$ cat config.mk
export PLATFORM = sky130hd
export DESIGN_NAME = pipe_scoreboard_flat
export DESIGN_NICKNAME = d
export VERILOG_FILES = /design/src/rtl/sb_pkg.sv /design/src/rtl/ctrl_bus_if.sv /design/src/rtl/sb_match.sv /design/src/rtl/pipe_scoreboard.sv /design/src/flat_wrapper.sv
export SDC_FILE = /design/constraint.sdc
export NUM_CORES = 1
export LEC_CHECK = 0
export CELL_PAD_IN_SITES_DETAIL_PLACEMENT = 1
export CELL_PAD_IN_SITES_GLOBAL_PLACEMENT = 1
export CORE_UTILIZATION = 39
export CTS_CLUSTER_DIAMETER = 150
export DETAILED_ROUTE_END_ITERATION = 12
export PLACE_DENSITY_LB_ADDON = 0.1
export SLEW_MARGIN = 20
export SYNTH_ARGS = -nofsm -noshare
export SYNTH_HDL_FRONTEND = slang
export SYNTH_SLANG_ARGS = --single-unit
$ cat constraint.sdc
create_clock -name ctrl_bus_clk -period 3.3 [get_ports ctrl_bus_clk]
set_clock_uncertainty 0.15 [all_clocks]
set_input_delay 0.495 -clock ctrl_bus_clk [delete_from_list [all_inputs] [get_ports ctrl_bus_clk]]
set_output_delay 0.495 -clock ctrl_bus_clk [all_outputs]
set_load 0.1 [all_outputs]
$ cat src/rtl/sb_pkg.sv
// sb_pkg: shared types for the pipeline scoreboard.
// sb_entry_t is sized for register ids of up to ID_W_MAX bits.
// Narrower ids are zero-extended into the dst field.
package sb_pkg;

  localparam int unsigned ALU_LAT  = 1;
  localparam int unsigned ID_W_MAX = 8;
  localparam int unsigned LAT_W    = 3;

  // Stage index of a forwarding source; 0 means the register file.
  typedef logic [2:0] fwd_sel_t;

  typedef struct packed {
    logic                valid;
    logic [ID_W_MAX-1:0] dst;
    logic [LAT_W-1:0]    lat;
  } sb_entry_t;

endpackage

$ cat src/rtl/ctrl_bus_if.sv
// ctrl_bus_if: the single clock and the asynchronous active-low reset shared by the control block.
interface ctrl_bus_if;
  logic clk;
  logic rst_n;

  modport central (input clk, input rst_n);
  modport source  (output clk, output rst_n);
endinterface

$ cat src/rtl/sb_match.sv
// sb_match: combinational youngest-producer finder for one source operand.
// Returns whether a producer matches, its stage k, and whether its value can
// be consumed now (D-consumer, br=1) or next cycle in E (br=0).
// FWD_EN is set by the top from the SB_FORWARD_EN macro.
module sb_match
  import sb_pkg::*;
#(
  parameter int unsigned DEPTH  = 3,
  parameter int unsigned REG_W  = 5,
  parameter bit          FWD_EN = 1'b0
) (
  input  sb_entry_t [DEPTH-1:0] entries,
  input  logic [REG_W-1:0]      src,
  input  logic                  use_src,
  input  logic                  br,
  output logic                  hit,
  output fwd_sel_t              k,
  output logic                  ready
);

  int unsigned hit_k;
  int unsigned hit_lat;

  // Scan from the youngest stage; the first match shadows older writers of the same id.
  always_comb begin
    hit     = 1'b0;
    hit_k   = 0;
    hit_lat = 0;
    ready   = 1'b1;
    for (int unsigned i = 0; i < DEPTH; i++) begin
      if (!hit && use_src && (src != '0) && entries[i].valid &&
          (entries[i].dst == ID_W_MAX'(src))) begin
        hit     = 1'b1;
        hit_k   = i;
        hit_lat = 32'(entries[i].lat);
      end
    end
    k = fwd_sel_t'(hit_k);
    if (hit) begin
      if (FWD_EN) begin
        // W is not a bypass source for D reads: the register file sees it a cycle later.
        if (br) ready = (hit_k >= hit_lat) && (hit_k != DEPTH - 1);
        else    ready = (hit_k + 1 >= hit_lat);
      end else begin
        ready = (hit_k == DEPTH - 1);
      end
    end
  end

endmodule

$ cat src/rtl/pipe_scoreboard.sv
// pipe_scoreboard: register-dependency scoreboard for the post-decode stages.
// Tracks in-flight producers, drives stall/flush steering and operand
// forwarding selects. Forwarding exists only when SB_FORWARD_EN is defined;
// otherwise fwd outputs are 0 and consumers wait until the producer is in W.
module pipe_scoreboard
  import sb_pkg::*;
#(
  parameter int unsigned DEPTH    = 3,
  parameter int unsigned REG_W    = 5,
  parameter int unsigned LOAD_LAT = 2
) (
  ctrl_bus_if.central                  ctrl_bus,
  input  logic [REG_W-1:0]             rs_D,
  input  logic [REG_W-1:0]             rt_D,
  input  logic                         use_rs_D,
  input  logic                         use_rt_D,
  input  logic                         br_D,
  input  logic [REG_W-1:0]             dst_D,
  input  logic                         reg_write_D,
  input  logic                         load_D,
  input  logic                         redirect_D,
  output logic                         pc_enab,
  output logic                         enab_FD,
  output logic                         flush_FD,
  output logic                         flush_DE,
  output logic [$clog2(DEPTH)-1:0]     fwdA_D,
  output logic [$clog2(DEPTH)-1:0]     fwdB_D,
  output logic [$clog2(DEPTH)-1:0]     fwdA_E,
  output logic [$clog2(DEPTH)-1:0]     fwdB_E,
  output logic [31:0]                  stall_cnt
);

`ifdef SB_FORWARD_EN
  localparam bit FWD_EN = 1'b1;
`else
  localparam bit FWD_EN = 1'b0;
`endif

  localparam int unsigned FW = $clog2(DEPTH);

  logic clk;
  logic rst_n;
  assign clk   = ctrl_bus.clk;
  assign rst_n = ctrl_bus.rst_n;

  sb_entry_t [DEPTH-1:0] entry_q;
  sb_entry_t             new_entry;

  logic     hit_a, hit_b;
  logic     ready_a, ready_b;
  fwd_sel_t k_a, k_b;
  logic     stall;

  // Stage the operand will occupy when the consumer reaches E; a producer leaving W is read from the register file.
  function automatic fwd_sel_t next_stage(input fwd_sel_t k);
    int unsigned kn;
    kn = 32'(k) + 1;
    return (kn <= DEPTH - 1) ? fwd_sel_t'(kn) : '0;
  endfunction

  sb_match #(.DEPTH(DEPTH), .REG_W(REG_W), .FWD_EN(FWD_EN)) u_match_a (
    .entries (entry_q),
    .src     (rs_D),
    .use_src (use_rs_D),
    .br      (br_D),
    .hit     (hit_a),
    .k       (k_a),
    .ready   (ready_a)
  );

  sb_match #(.DEPTH(DEPTH), .REG_W(REG_W), .FWD_EN(FWD_EN)) u_match_b (
    .entries (entry_q),
    .src     (rt_D),
    .use_src (use_rt_D),
    .br      (br_D),
    .hit     (hit_b),
    .k       (k_b),
    .ready   (ready_b)
  );

  // Hazard decision and pipeline steering.
  always_comb begin
    stall    = (hit_a && !ready_a) || (hit_b && !ready_b);
    pc_enab  = !stall;
    enab_FD  = !stall;
    flush_DE = stall;
    flush_FD = redirect_D && !stall;
  end

  // Descriptor entering E; a stalled decode injects a bubble.
  always_comb begin
    new_entry       = '0;
    new_entry.valid = reg_write_D && (dst_D != '0) && !stall;
    new_entry.dst   = ID_W_MAX'(dst_D);
    new_entry.lat   = load_D ? LAT_W'(LOAD_LAT) : LAT_W'(ALU_LAT);
  end

  // Decode-stage forwarding selects for operands consumed in D.
  always_comb begin
    fwdA_D = '0;
    fwdB_D = '0;
    if (FWD_EN && br_D) begin
      if (hit_a && ready_a) fwdA_D = FW'(k_a);
      if (hit_b && ready_b) fwdB_D = FW'(k_b);
    end
  end

  // Entries advance one stage every clock regardless of stall; the oldest retires.
  always_ff @(posedge clk or negedge rst_n) begin
    if (!rst_n) begin
      entry_q <= '0;
    end else begin
      entry_q <= {entry_q[DEPTH-2:0], new_entry};
    end
  end

  // E-stage forwarding selects, captured as the decode instruction moves into E.
  always_ff @(posedge clk or negedge rst_n) begin
    if (!rst_n) begin
      fwdA_E <= '0;
      fwdB_E <= '0;
    end else if (stall || !FWD_EN) begin
      fwdA_E <= '0;
      fwdB_E <= '0;
    end else begin
      fwdA_E <= hit_a ? FW'(next_stage(k_a)) : '0;
      fwdB_E <= hit_b ? FW'(next_stage(k_b)) : '0;
    end
  end

  // Saturating stall-cycle counter.
  always_ff @(posedge clk or negedge rst_n) begin
    if (!rst_n) begin
      stall_cnt <= '0;
    end else if (stall && (stall_cnt != '1)) begin
      stall_cnt <= stall_cnt + 32'd1;
    end
  end

endmodule

$ cat src/flat_wrapper.sv
// flat-port wrapper written by rule: the top's interface ports become plain ports
module pipe_scoreboard_flat import sb_pkg::*;
#(
  parameter int unsigned DEPTH    = 3,
  parameter int unsigned REG_W    = 5,
  parameter int unsigned LOAD_LAT = 2
)
  (rs_D, rt_D, use_rs_D, use_rt_D, br_D, dst_D, reg_write_D, load_D, redirect_D, pc_enab, enab_FD, flush_FD, flush_DE, fwdA_D, fwdB_D, fwdA_E, fwdB_E, stall_cnt, ctrl_bus_clk, ctrl_bus_rst_n);
  ctrl_bus_if ctrl_bus_i ();
  input  logic [REG_W-1:0] rs_D;
  input  logic [REG_W-1:0] rt_D;
  input  logic use_rs_D;
  input  logic use_rt_D;
  input  logic br_D;
  input  logic [REG_W-1:0] dst_D;
  input  logic reg_write_D;
  input  logic load_D;
  input  logic redirect_D;
  output logic pc_enab;
  output logic enab_FD;
  output logic flush_FD;
  output logic flush_DE;
  output logic [$clog2(DEPTH)-1:0] fwdA_D;
  output logic [$clog2(DEPTH)-1:0] fwdB_D;
  output logic [$clog2(DEPTH)-1:0] fwdA_E;
  output logic [$clog2(DEPTH)-1:0] fwdB_E;
  output logic [31:0] stall_cnt;
  input wire logic [$bits(ctrl_bus_i.clk)-1:0] ctrl_bus_clk;
  input wire logic [$bits(ctrl_bus_i.rst_n)-1:0] ctrl_bus_rst_n;
  assign ctrl_bus_i.clk = ctrl_bus_clk;
  assign ctrl_bus_i.rst_n = ctrl_bus_rst_n;
  pipe_scoreboard #(.DEPTH(DEPTH), .REG_W(REG_W), .LOAD_LAT(LOAD_LAT)) u_core (.ctrl_bus(ctrl_bus_i), .rs_D(rs_D), .rt_D(rt_D), .use_rs_D(use_rs_D), .use_rt_D(use_rt_D), .br_D(br_D), .dst_D(dst_D), .reg_write_D(reg_write_D), .load_D(load_D), .redirect_D(redirect_D), .pc_enab(pc_enab), .enab_FD(enab_FD), .flush_FD(flush_FD), .flush_DE(flush_DE), .fwdA_D(fwdA_D), .fwdB_D(fwdB_D), .fwdA_E(fwdA_E), .fwdB_E(fwdB_E), .stall_cnt(stall_cnt));
endmodule
==> results.toml, run 1 <==
[route]
wirelength_um = 5300
postRouteAntennaNets = 0
avgRoutedWirePerCell_um = 15.3
remaining_drc_errors = 0
first_pass_iters = 4
vias = 1739
viasPerCell = 5.01
drt_iter0_drc = 68

[finish]
ff_latch_area_mm2 = 0.00110
antenna-diode-count = 0
multi_input_comb_area_mm2 = 0.00111
stdcell_count = 347
fillers = 645
nets = 298
drive_gt1_share_pct = 20.7
area_growth_pct = 28.9

[sta]
maxSlewViolCount = 0
finalSetupViolations = 0
post-route-period-util_pct = 93.7
tns_ps = 0
fmax_ghz = 0.324
setup_ws_ps = 209
slew_headroom_pct = 62.2
worst_slew_pin_slew_ps = 568
fin_crit_ps = 3090
rsz0062_at_grt = "no"
hold_viol = 0

[cts]
cts_buffer_depth = 2
holdBufCountCts = 0
cts_resized = 0
numCtsBuffers = 5
root_buffer = "clkbuf_8"
clk_latency_ps = 290
htreeDepth = 2
cts.clk_slew.worst_paths_ps = 80
clock-sinks = 44
cts_tree = "done"
post-cts-setup-buffers = 0

[global_routing]
grt_use_total_pct = 19.2
grt_max_degree = 45
grt_overflow = 0
grt_pass1_vias = 1849
grt_pass1_wl_um = 9200
antenna_found_initial = 0

[job]
max-cap-violations = 0

[yosys]
synth_top_area_cell = "dfrtp_1"
synthArstFlopShare_pct = 100
ys_warn_count = 0
synth-main-ff-cell = "dfrtp_1"
synth_edf_count = 0
yosysTopAreaCellShare_pct = 47.9
syn_avg_cell_area_um2 = 10.7
yosysUniqueCellTypes = 33
yosys-top-cells-area = "dfrtp_1 48%, xor2_1 11%, xnor2_1 8.0%"
ys_ff_latch = 44
synth.cell_area_mm2 = 0.00230
syn_inst = 215
yosysSeqAreaShare_pct = 47.9

[floorplanning]
start_util_pct = 41.0
fp-row-count = 27
die_area_mm2 = 0.00620
pin_count = 67
core_area_mm2 = 0.00561
fp.dieH_um = 78.8
fp.dieW_um = 78.8

[setup_path]
critPathMaxFanout = 23
crit_path_start_kind = "input pin"
required_ps = 2650
arrival_ps = 2450
crit_type = "in2out"
end_kind = "output pin"

[power_and_ir_drop]
comb_power_share_pct = 26.0
p_int_uw = 826
power.switching_uw = 447
p_seq_share_pct = 46.8
pwr_density_cell_mw_per_mm2 = 430
power_switching_share_pct = 35.1
clock_power_share_pct = 27.2
vdd_drop_max_mv = 0.359
leakage_nw = 1.44

[place]
place.gp.congestion = 0.771
hpwl_um = 3940
place_inst = 339
port_buffers = 56
place_ws_ps = 186

[worst_hold_path]
hp-class = "in2async"

[run_status]
status = "completed"
[cell type report]
type	count	area share (%)
repair buffers	60	18.9
inverters	3	0.380
well taps	72	3.04
clock buffers	8	3.04
multi-input cells	160	37.5
flip-flops and latches	44	37.2
[synthesized netlist by cell type, types with 2 or more instances]
library cell and instances:
nand3_1 11, nor3_1 22, and3_1 5, or4_1 2, nor4_1 6, and4_1 2, buf_4 9, xor2_1 29
buf_2 5, nand2_1 22, inv_1 3, xnor2_1 21, nand4_1 7, nor4b_2 3, dfrtp_1 44, nor2_1 7
[per-layer routing]
metal | wire, um | track usage (%) | vias to the layer above
met5 | 0 | 0 | -
met4 | 38 | 4.44 | 0
met3 | 196 | 4.02 | 5
met2 | 2640 | 32.4 | 43
met1 | 2420 | 25.1 | 850
li1 | - | - | 841
[sequential cells by signal, summed over array words and instances, names as in the netlist]
| signal | flops |
|---|---|
| u_core.entry_q | 12 |
| u_core.stall_cnt | 32 |
[worst paths after layout]
check / start / end / slack [ps] / cells past startpoint
setup / recovery: rt_D[0] / enab_FD / 210 / 6
hold / removal: ctrl_bus_rst_n / u_core.stall_cnt[28]$_DFFE_PN0P_ / 40 / 1
setup reg to reg: u_core.stall_cnt[12]$_DFFE_PN0P_ / u_core.stall_cnt[1]$_DFFE_PN0P_ / 910 / 6
hold reg to reg: u_core.entry_q[11]$_DFF_PN0_ / u_core.entry_q[23]$_DFF_PN0_ / 290 / 0
max in group asynchronous: ctrl_bus_rst_n / u_core.entry_q[16]$_DFF_PN0_ / 2560 / 1
min in group ctrl_bus_clk: u_core.entry_q[11]$_DFF_PN0_ / u_core.entry_q[23]$_DFF_PN0_ / 290 / 0
[critical path: stages]
cell	delay, ps
clkdlybuf4s50_1	510
or4_1	560
o21a_1	210
a32oi_4	260
buf_12	220
buf_12	190
[cells in the final DEF (no fill, tap or decap), types with 2 or more instances in the layout]
cell type	instances
dfrtp_1	44
xnor2_1	21
clkbuf_8	6
nor4b_2	3
and4_1	2
nor3_1	22
clkbuf_1	2
nand4_1	7
conb_1	8
and3_1	5
nor2_1	7
nor4_1	6
nand2_1	22
or4_1	2
xor2_1	29
buf_4	36
buf_12	5
inv_1	3
clkdlybuf4s50_1	19
nand3_1	11
[power groups by stage]
stage / clock network, mW / registers [mW] / logic [mW]
global route: 0.382 / 0.603 / 0.347
finish: 0.346 / 0.596 / 0.331
CTS: 0.363 / 0.597 / 0.334
detailed placement: 0 / 0.607 / 0.334
floorplan: 0 / 0.719 / 0.127
global placement: 0 / 0.606 / 0.329
[cells by family after synthesis]
kind of cell	after synthesis	share of synthesized area, %
adders and majority gates	1	0.544
and+or+nand+nor	94	23.6
DFF	44	47.9
muxes	2	1.14
xor gates and xnor gates	50	19.1
other	1	0.163
buffers and inverters	18	5.01
AOI/OAI and AO/OA	5	2.56
[through the flow]
stage	total power, mW	util, %	hold slack (ps)	instance area (um2)
final	1.27	52.8	44.9	2960
after global routing	1.33	52.8	82.1	2960
after detailed placement	0.941	51.2	264	2870
after CTS	1.29	52.8	247	2960
after global placement	0.936	51.2	252	2870
after floorplan	0.846	-	49.4	2330
Power figures use the tool's default switching activity.
==> inputs of run 2 (changes only) <==
--- a/config.mk
+++ b/config.mk
@@ -11,6 +11,7 @@
 export CTS_CLUSTER_DIAMETER = 150
 export DETAILED_ROUTE_END_ITERATION = 12
 export PLACE_DENSITY_LB_ADDON = 0.1
+export RECOVER_POWER = 100
 export SLEW_MARGIN = 20
 export SYNTH_ARGS = -nofsm -noshare
 export SYNTH_HDL_FRONTEND = slang
==> results.toml, run 2 (synthesized netlist as in run 1, its figures left out) <==
[place]
port_buffers = 56
place_area_mm2 = 0.00287
place.gp.congestion = 0.771
hpwl_um = 3940

[sta]
post-route-period-util_pct = 95.2
fin_crit_ps = 3140
maxSlewViolCount = 45
worst_slew_pin_slew_ps = 2350
hold_viol = 0
finalSetupViolations = 0
slew_headroom_pct = -56.5
tns_ps = 0
rsz0062_at_grt = "no"
fmax_ghz = 0.318

[route]
vias = 1733
viasPerCell = 4.99
avgRoutedWirePerCell_um = 15.3
postRouteAntennaNets = 0
drt_iter0_drc = 84
first_pass_iters = 4
remaining_drc_errors = 0
wirelength_um = 5320

[cts]
numCtsBuffers = 5
cts_tree = "done"
post-cts-setup-buffers = 0
clk_latency_ps = 290
holdBufCountCts = 0
root_buffer = "clkbuf_8"
clock-sinks = 44
cts_buffer_depth = 2
cts_resized = 0
htreeDepth = 2
cts.clk_slew.worst_paths_ps = 70

[global_routing]
antenna_found_initial = 0
grt_max_degree = 45
grt_use_total_pct = 19.2
grt_overflow = 0
grt_pass1_vias = 1849
grt_pass1_wl_um = 9200

[power_and_ir_drop]
power_switching_share_pct = 35.7
p_int_uw = 803
leakage_nw = 1.28
vdd_drop_max_mv = 0.340
comb_power_share_pct = 24.6
clock_power_share_pct = 27.7
p_seq_share_pct = 47.7
pwr_density_cell_mw_per_mm2 = 448
power.switching_uw = 446

[floorplanning]
fp-row-count = 27
die_area_mm2 = 0.00620
core_area_mm2 = 0.00561
start_util_pct = 41.0
pin_count = 67
fp.dieW_um = 78.8
fp.dieH_um = 78.8

[worst_hold_path]
hp-class = "reg2reg"

[setup_path]
cp_slowest_cell = "or4_1"
critPathMaxFanout = 4
reg2reg_depth = 6
arrival_ps = 2500
cp_num_buf_inv = 2
path_delay_family = "simple AND/OR/NAND/NOR gates"
crit_path_start_kind = "input pin"
crit_type = "in2out"
ff2ff_setup_slack_ps = 940
regToRegStartpoint = "u_core.stall_cnt[12]$_DFFE_PN0P_"
crit_path_max_incr_delay_ps = 560
path_cells = "clkdlybuf4s50_1, or4_1, o21a_1, a32oi_4, and2_0, buf_12"
startpoint = "rt_D[0]"
required_ps = 2650
end_kind = "output pin"
crit_end = "flush_FD"
cp.depth = 6
r2r_end = "u_core.stall_cnt[1]$_DFFE_PN0P_"

[finish]
antenna-diode-count = 0
area_growth_pct = 21.3
largest_reg_flops = 32
reg_top3 = "u_core.stall_cnt: 32 flops, u_core.entry_q: 12 flops"
layout.cells.most_common = "dfrtp_1"
layout_common_cells = "44 x dfrtp_1, 36 x clkbuf_1, 29 x xor2_1, 22 x nor3_1, 22 x nand2_1"
ff_latch_area_mm2 = 0.00110
multi_input_comb_area_mm2 = 0.00109
drive_gt1_share_pct = 7.27
regMostFlops = "u_core.stall_cnt"
design_area_mm2 = 0.00279
nets = 298
fillers = 670

[run_status]
status = "finished with violations"
violations = "max-capacitance violations, max-slew violations"

[job]
max-cap-violations = 1
run 2: cell count changes in the layout (fill, tap and decap cells not counted), sizes merged:
cell / previous run / this run
clkbuf: 8 / 43
buf: 41 / 6
clkdlybuf4s50: 19 / 14
dlygate4sd3: 0 / 5
run 2: routing by layer:
layer	up-vias	part of all wire (%)	global-route usage, %
li1	841	-	-
met1	850	45	25.1
met2	37	51	32.4
met3	5	3.7	4.02
met4	0	0.71	4.44
met5	-	0	0
run 2: layout make-up:
type / count / area share, %
clock buffer: 8 / 3.23
inverter: 3 / 0.404
multi-input combinational: 160 / 39.2
sequential: 44 / 39.5
tap: 72 / 3.23
timing repair buffer: 60 / 14.5
run 2: worst min-delay path by stage:
stage                                 startpoint                            to  slack [ps]  depth (start not counted)
floorplan                         ctrl_bus_rst_n  u_core.entry_q[11]$_DFF_PN0_          50                          0
CTS                               ctrl_bus_rst_n   u_core.entry_q[7]$_DFF_PN0_         250                          1
finish              u_core.entry_q[11]$_DFF_PN0_  u_core.entry_q[23]$_DFF_PN0_         290                          0
global placement    u_core.entry_q[11]$_DFF_PN0_  u_core.entry_q[23]$_DFF_PN0_         250                          0
detailed placement  u_core.entry_q[11]$_DFF_PN0_  u_core.entry_q[23]$_DFF_PN0_         260                          0
global route        u_core.entry_q[11]$_DFF_PN0_  u_core.entry_q[23]$_DFF_PN0_         310                          0
run 2: through the flow:
step                      total power, mW  setup slack [ps]  hold WS (ps)  utilization, %  std cells
after global placement              0.936               244           252            51.2        339
after CTS                            1.29               191           247            52.8        347
after floorplan                     0.846              76.6          49.4               -        222
after detailed placement            0.941               186           264            51.2        339
final                                1.25               158           294            49.7        347
after global routing                 1.31              56.8           313            49.7        347
run 2: power by group through the flow:
stage / combinational [mW] / clock (mW) / sequential, mW
after floorplan: 0.127 / 0 / 0.719
final: 0.307 / 0.346 / 0.596
after CTS: 0.334 / 0.363 / 0.597
after global placement: 0.329 / 0 / 0.606
after global routing: 0.323 / 0.382 / 0.603
after detailed placement: 0.334 / 0 / 0.607
run 2: worst reg2reg max path, delay by kind of cell (launching register included):
family        cells  cell delay [ps]
flops             1              480
simple gates      5             1320
mux               1              300
==> patch 1: new RTL, config.mk and constraints of run 2 <==
Register the output `stall_cnt` once more, cleared by the reset; this adds one clock of latency there. The other outputs are not delayed to match.
--- a/src/rtl/pipe_scoreboard.sv
+++ b/src/rtl/pipe_scoreboard.sv
@@ -37,6 +37,8 @@
 `endif
 
   localparam int unsigned FW = $clog2(DEPTH);
+
+  logic [31:0] stall_cnt_s0;
 
   logic clk;
   logic rst_n;
@@ -131,9 +133,17 @@
   // Saturating stall-cycle counter.
   always_ff @(posedge clk or negedge rst_n) begin
     if (!rst_n) begin
+      stall_cnt_s0 <= '0;
+    end else if (stall && (stall_cnt_s0 != '1)) begin
+      stall_cnt_s0 <= stall_cnt_s0 + 32'd1;
+    end
+  end
+
+  always_ff @(posedge clk or negedge rst_n) begin
+    if (!rst_n) begin
       stall_cnt <= '0;
-    end else if (stall && (stall_cnt != '1)) begin
-      stall_cnt <= stall_cnt + 32'd1;
+    end else begin
+      stall_cnt <= stall_cnt_s0;
     end
   end
 
Formal check against the unedited RTL: not equivalent (Yosys sat finds a counterexample within 4 cycles, from zero or initial values and one cycle with ctrl_bus_rst_n low).
==> patch 1 against run 2 <==
The run still ends with capacitance limit, slew limit left; critical path depth up 1; sequential cell count up 32; sequential share of layout area up 12 points; area after synthesis up 35%; power up 62%; setup slack worse by 22 ps; final area up 34%; routed wire length up 15%; maximum frequency down 0.70%.
==> patch 1: results <==
[outcome]
status = "finished with violations"
violations = "capacitance limit, slew limit"

[grt]
groute.layer.met2.usage = 0.241
grt_pass1_wl_um = 10300
use_met3 = 0.0436
grt_use_total = 0.163
grt_max_degree = 77
gr-usage-met1 = 0.224

[finish]
antennaDiodeCount = 0
drive_above_1_share = 0.112
reg_top3 = "u_core.stall_cnt: 32 flops, u_core.stall_cnt_s0: 32 flops, u_core.entry_q: 12 flops"

[power_and_ir_drop]
pwr-share-clk = 0.353
peakVddDrop_mv = 0.498
p_leak_nw = 1.77
p_int_mw = 1.43
combPwrFrac = 0.152

[worst_hold_path]
min_from = "u_core.stall_cnt_s0[28]$_DFFE_PN0P_"
holdPathEnd = "u_core.stall_cnt[28]$_DFF_PN0_"

[synthesis]
synth_cell_type_count = 32
yosysSeqAreaShare = 0.615
netlist_instances = 245
synthXorXnorAreaFrac = 0.144
synth_fa_ha_area_frac = 0.00405
synth_mux_area_frac = 0.00364
netlist_top_cells_count = "76 x dfrtp_1, 29 x xor2_1, 22 x xnor2_1"
synth_compound_area_frac = 0.0133

[routing]
wl_per_cell_um = 14.8
wl_met2_um = 2820
wl_um = 6130
viasPerCell = 4.83
wl_met3_um = 214
drt-met1-wl_um = 2990

[critical_path]
rr_startpoint = "u_core.stall_cnt_s0[0]$_DFFE_PN0P_"
reg2reg_depth = 8
crit_family = "buffers and inverters"
critical_path.max_stage_delay_ps = 540
rrSetupSlack_ps = 450
cp_data_arrival_time_ps = 2520

[placed_design]
io_buffers = 56
place.gp.congestion = 0.830
dp.cells = 399
place_ws_ps = 170

[flow_run]
drv_cap = 1

[sta]
fmax_ghz = 0.316
slew_violations = 77
worst_slew_pin_slew_ps = 1870

[cts]
clk_path_buf_depth = 2
insertion_delay_ps = 340
-- patch 1: cell types whose count changed in the layout (fill, tap and decap cells not counted), moves of 3 or more --
cell      change
buf_4         +3
nor4_1        +5
nor3_1        -7
and3_1        -4
clkbuf_8      +5
nand4_1       +5
nand2_1       -7
dfrtp_1      +32
clkbuf_1      -3
-- patch 1: through the flow --
step	hold WS (ps)	power (mW)	area, sq um	util
after floorplan	49.4	1.26	3120	-
after global placement	210	1.35	3700	0.482
after detailed placement	213	1.36	3700	0.482
after CTS	178	2.08	3910	0.508
after global routing	248	2.11	3730	0.485
final	230	2.03	3730	0.485
-- patch 1: layout make-up --
class | instances | area [sq um]
clock buffers | 12 | 155
clock inverters | 4 | 47.5
fillers | 851 | 3960
inverters | 4 | 15.0
multi-input cells | 158 | 1090
flip-flops and latches | 76 | 1900
well taps | 102 | 128
repair buffers | 59 | 393
==> patch 2: new RTL, config.mk and constraints of run 2 <==
Made on the original files. Add a define of `SB_FORWARD_EN`.
--- a/src/rtl/pipe_scoreboard.sv
+++ b/src/rtl/pipe_scoreboard.sv
@@ -2,6 +2,8 @@
 // Tracks in-flight producers, drives stall/flush steering and operand
 // forwarding selects. Forwarding exists only when SB_FORWARD_EN is defined;
 // otherwise fwd outputs are 0 and consumers wait until the producer is in W.
+`define SB_FORWARD_EN
+
 module pipe_scoreboard
   import sb_pkg::*;
 #(
Check against the original RTL: not equivalent (Yosys sat finds a counterexample within 4 cycles, from zero or initial values and one cycle with ctrl_bus_rst_n low).
==> patch 2 against run 2 <==
Final area is 63% higher; the run ends with capacitance limit, slew limit, setup timing left; setup slack worse by 640 ps; first-iteration DRC count increased by 8.3%; area after synthesis is 31% higher; global-route usage grew 4.5 points; sequential cell count increased by 16; routed wire length is 72% higher; power rose by 42%; synthesized cell count grew 28%.
==> patch 2: results <==
[placed_design]
place.gp.congestion = 0.771
dp_hpwl_um = 6020
io_buffers = 64
dp.cells = 465
placed_area_sq_mm = 0.00410

[routing]
wl_per_cell_um = 18.4
wl_met3_um = 264
drt_pass1_iterations = 5
wl_met2_um = 4900
top_layer = "met4"
drt_iter0_drc = 91
vias = 2585

[critical_path]
cp_data_arrival_time_ps = 3140
reg2reg_to = "u_core.stall_cnt[18]$_DFFE_PN0P_"
critPathSlowestCell = "or4_4"
crit_path_max_fanout = 3
rrSetupSlack_ps = -290
crit_path_end = "pc_enab"
critical_path.max_stage_delay_ps = 530
reg2reg_depth = 18

[power_and_ir_drop]
peakVddDrop_mv = 0.369
pg_clk_mw = 0.645
p_switching_mw = 0.555
powerSeq_mw = 0.799

[synthesis]
synth_compound_area_frac = 0.0433
netlist_instances = 276
synth_fa_ha_area_frac = 0.0291
synth_mux_area_frac = 0.0104
synthTopCellsByArea = "dfrtp_1 50%, xnor2_1 14%, xor2_1 4.1%"
synthXorXnorAreaFrac = 0.178
synth_cell_type_count = 40
netlist_top_cells_count = "60 x dfrtp_1, 47 x xnor2_1, 27 x nand2_1"

[cts]
numCtsBuffers = 9
htree_levels = 3
insertion_delay_ps = 350

[sta]
fin_setup_tns_ps = -7690
slew_violations = 45
finalWorstSetupSlack_ps = -484
worst_slew_pin_slew_ps = 2320
setup_viol = 31

[grt]
use_met3 = 0.0398
groute.layer.met2.usage = 0.418
grt_use_total = 0.237
grt_pass1_wl_um = 14700

[finish]
final_nets = 424
drive_above_1_share = 0.348
reg_top3 = "u_core.stall_cnt: 32 flops, u_core.entry_q: 24 flops"
stdcell_count = 498

[worst_hold_path]
holdPathEnd = "u_core.entry_q[24]$_DFF_PN0_"
min_from = "u_core.entry_q[12]$_DFF_PN0_"

[outcome]
status = "finished with violations"
violations = "capacitance limit, slew limit, setup timing"

[flow_run]
drv_cap = 1
patch 2: changes by cell type in the layout (fill, tap and decap cells not counted), sizes merged, moves of 7 or more:
cell                  run 2  this run
dfrtp                    44        60
buf                       6        60
xnor2                    21        47
clkbuf                   43        53
nor3                     22         7
nand4                     7        14
clkdlybuf4s50            14         5
xor2                     29        14
patch 2: repair_timing:
action	4_1_cts	5_1_grt
setup buffers	13	7
gates resized for setup	65	31
cloned	2	0
setup endpoints to repair	43	39
pin swaps	29	35
endpoints found under the hold margin	0	0
patch 2: through the flow:
step | util | setup slack (ps)
floorplan | - | -925
global placement | 0.557 | -904
detailed placement | 0.557 | -1020
CTS | 0.621 | -515
global route | 0.616 | -633
finish | 0.616 | -484
patch 2: final cells by class:
cell class                      count  area (sq um)
Clock inverter                      5          52.6
Fill cell                         794          2830
Sequential cell                    60          1500
Timing Repair Buffer              115           886
Clock buffer                       11           131
Tap cell                           99           124
Multi-Input combinational cell    203          1820
Inverter                            5          22.5
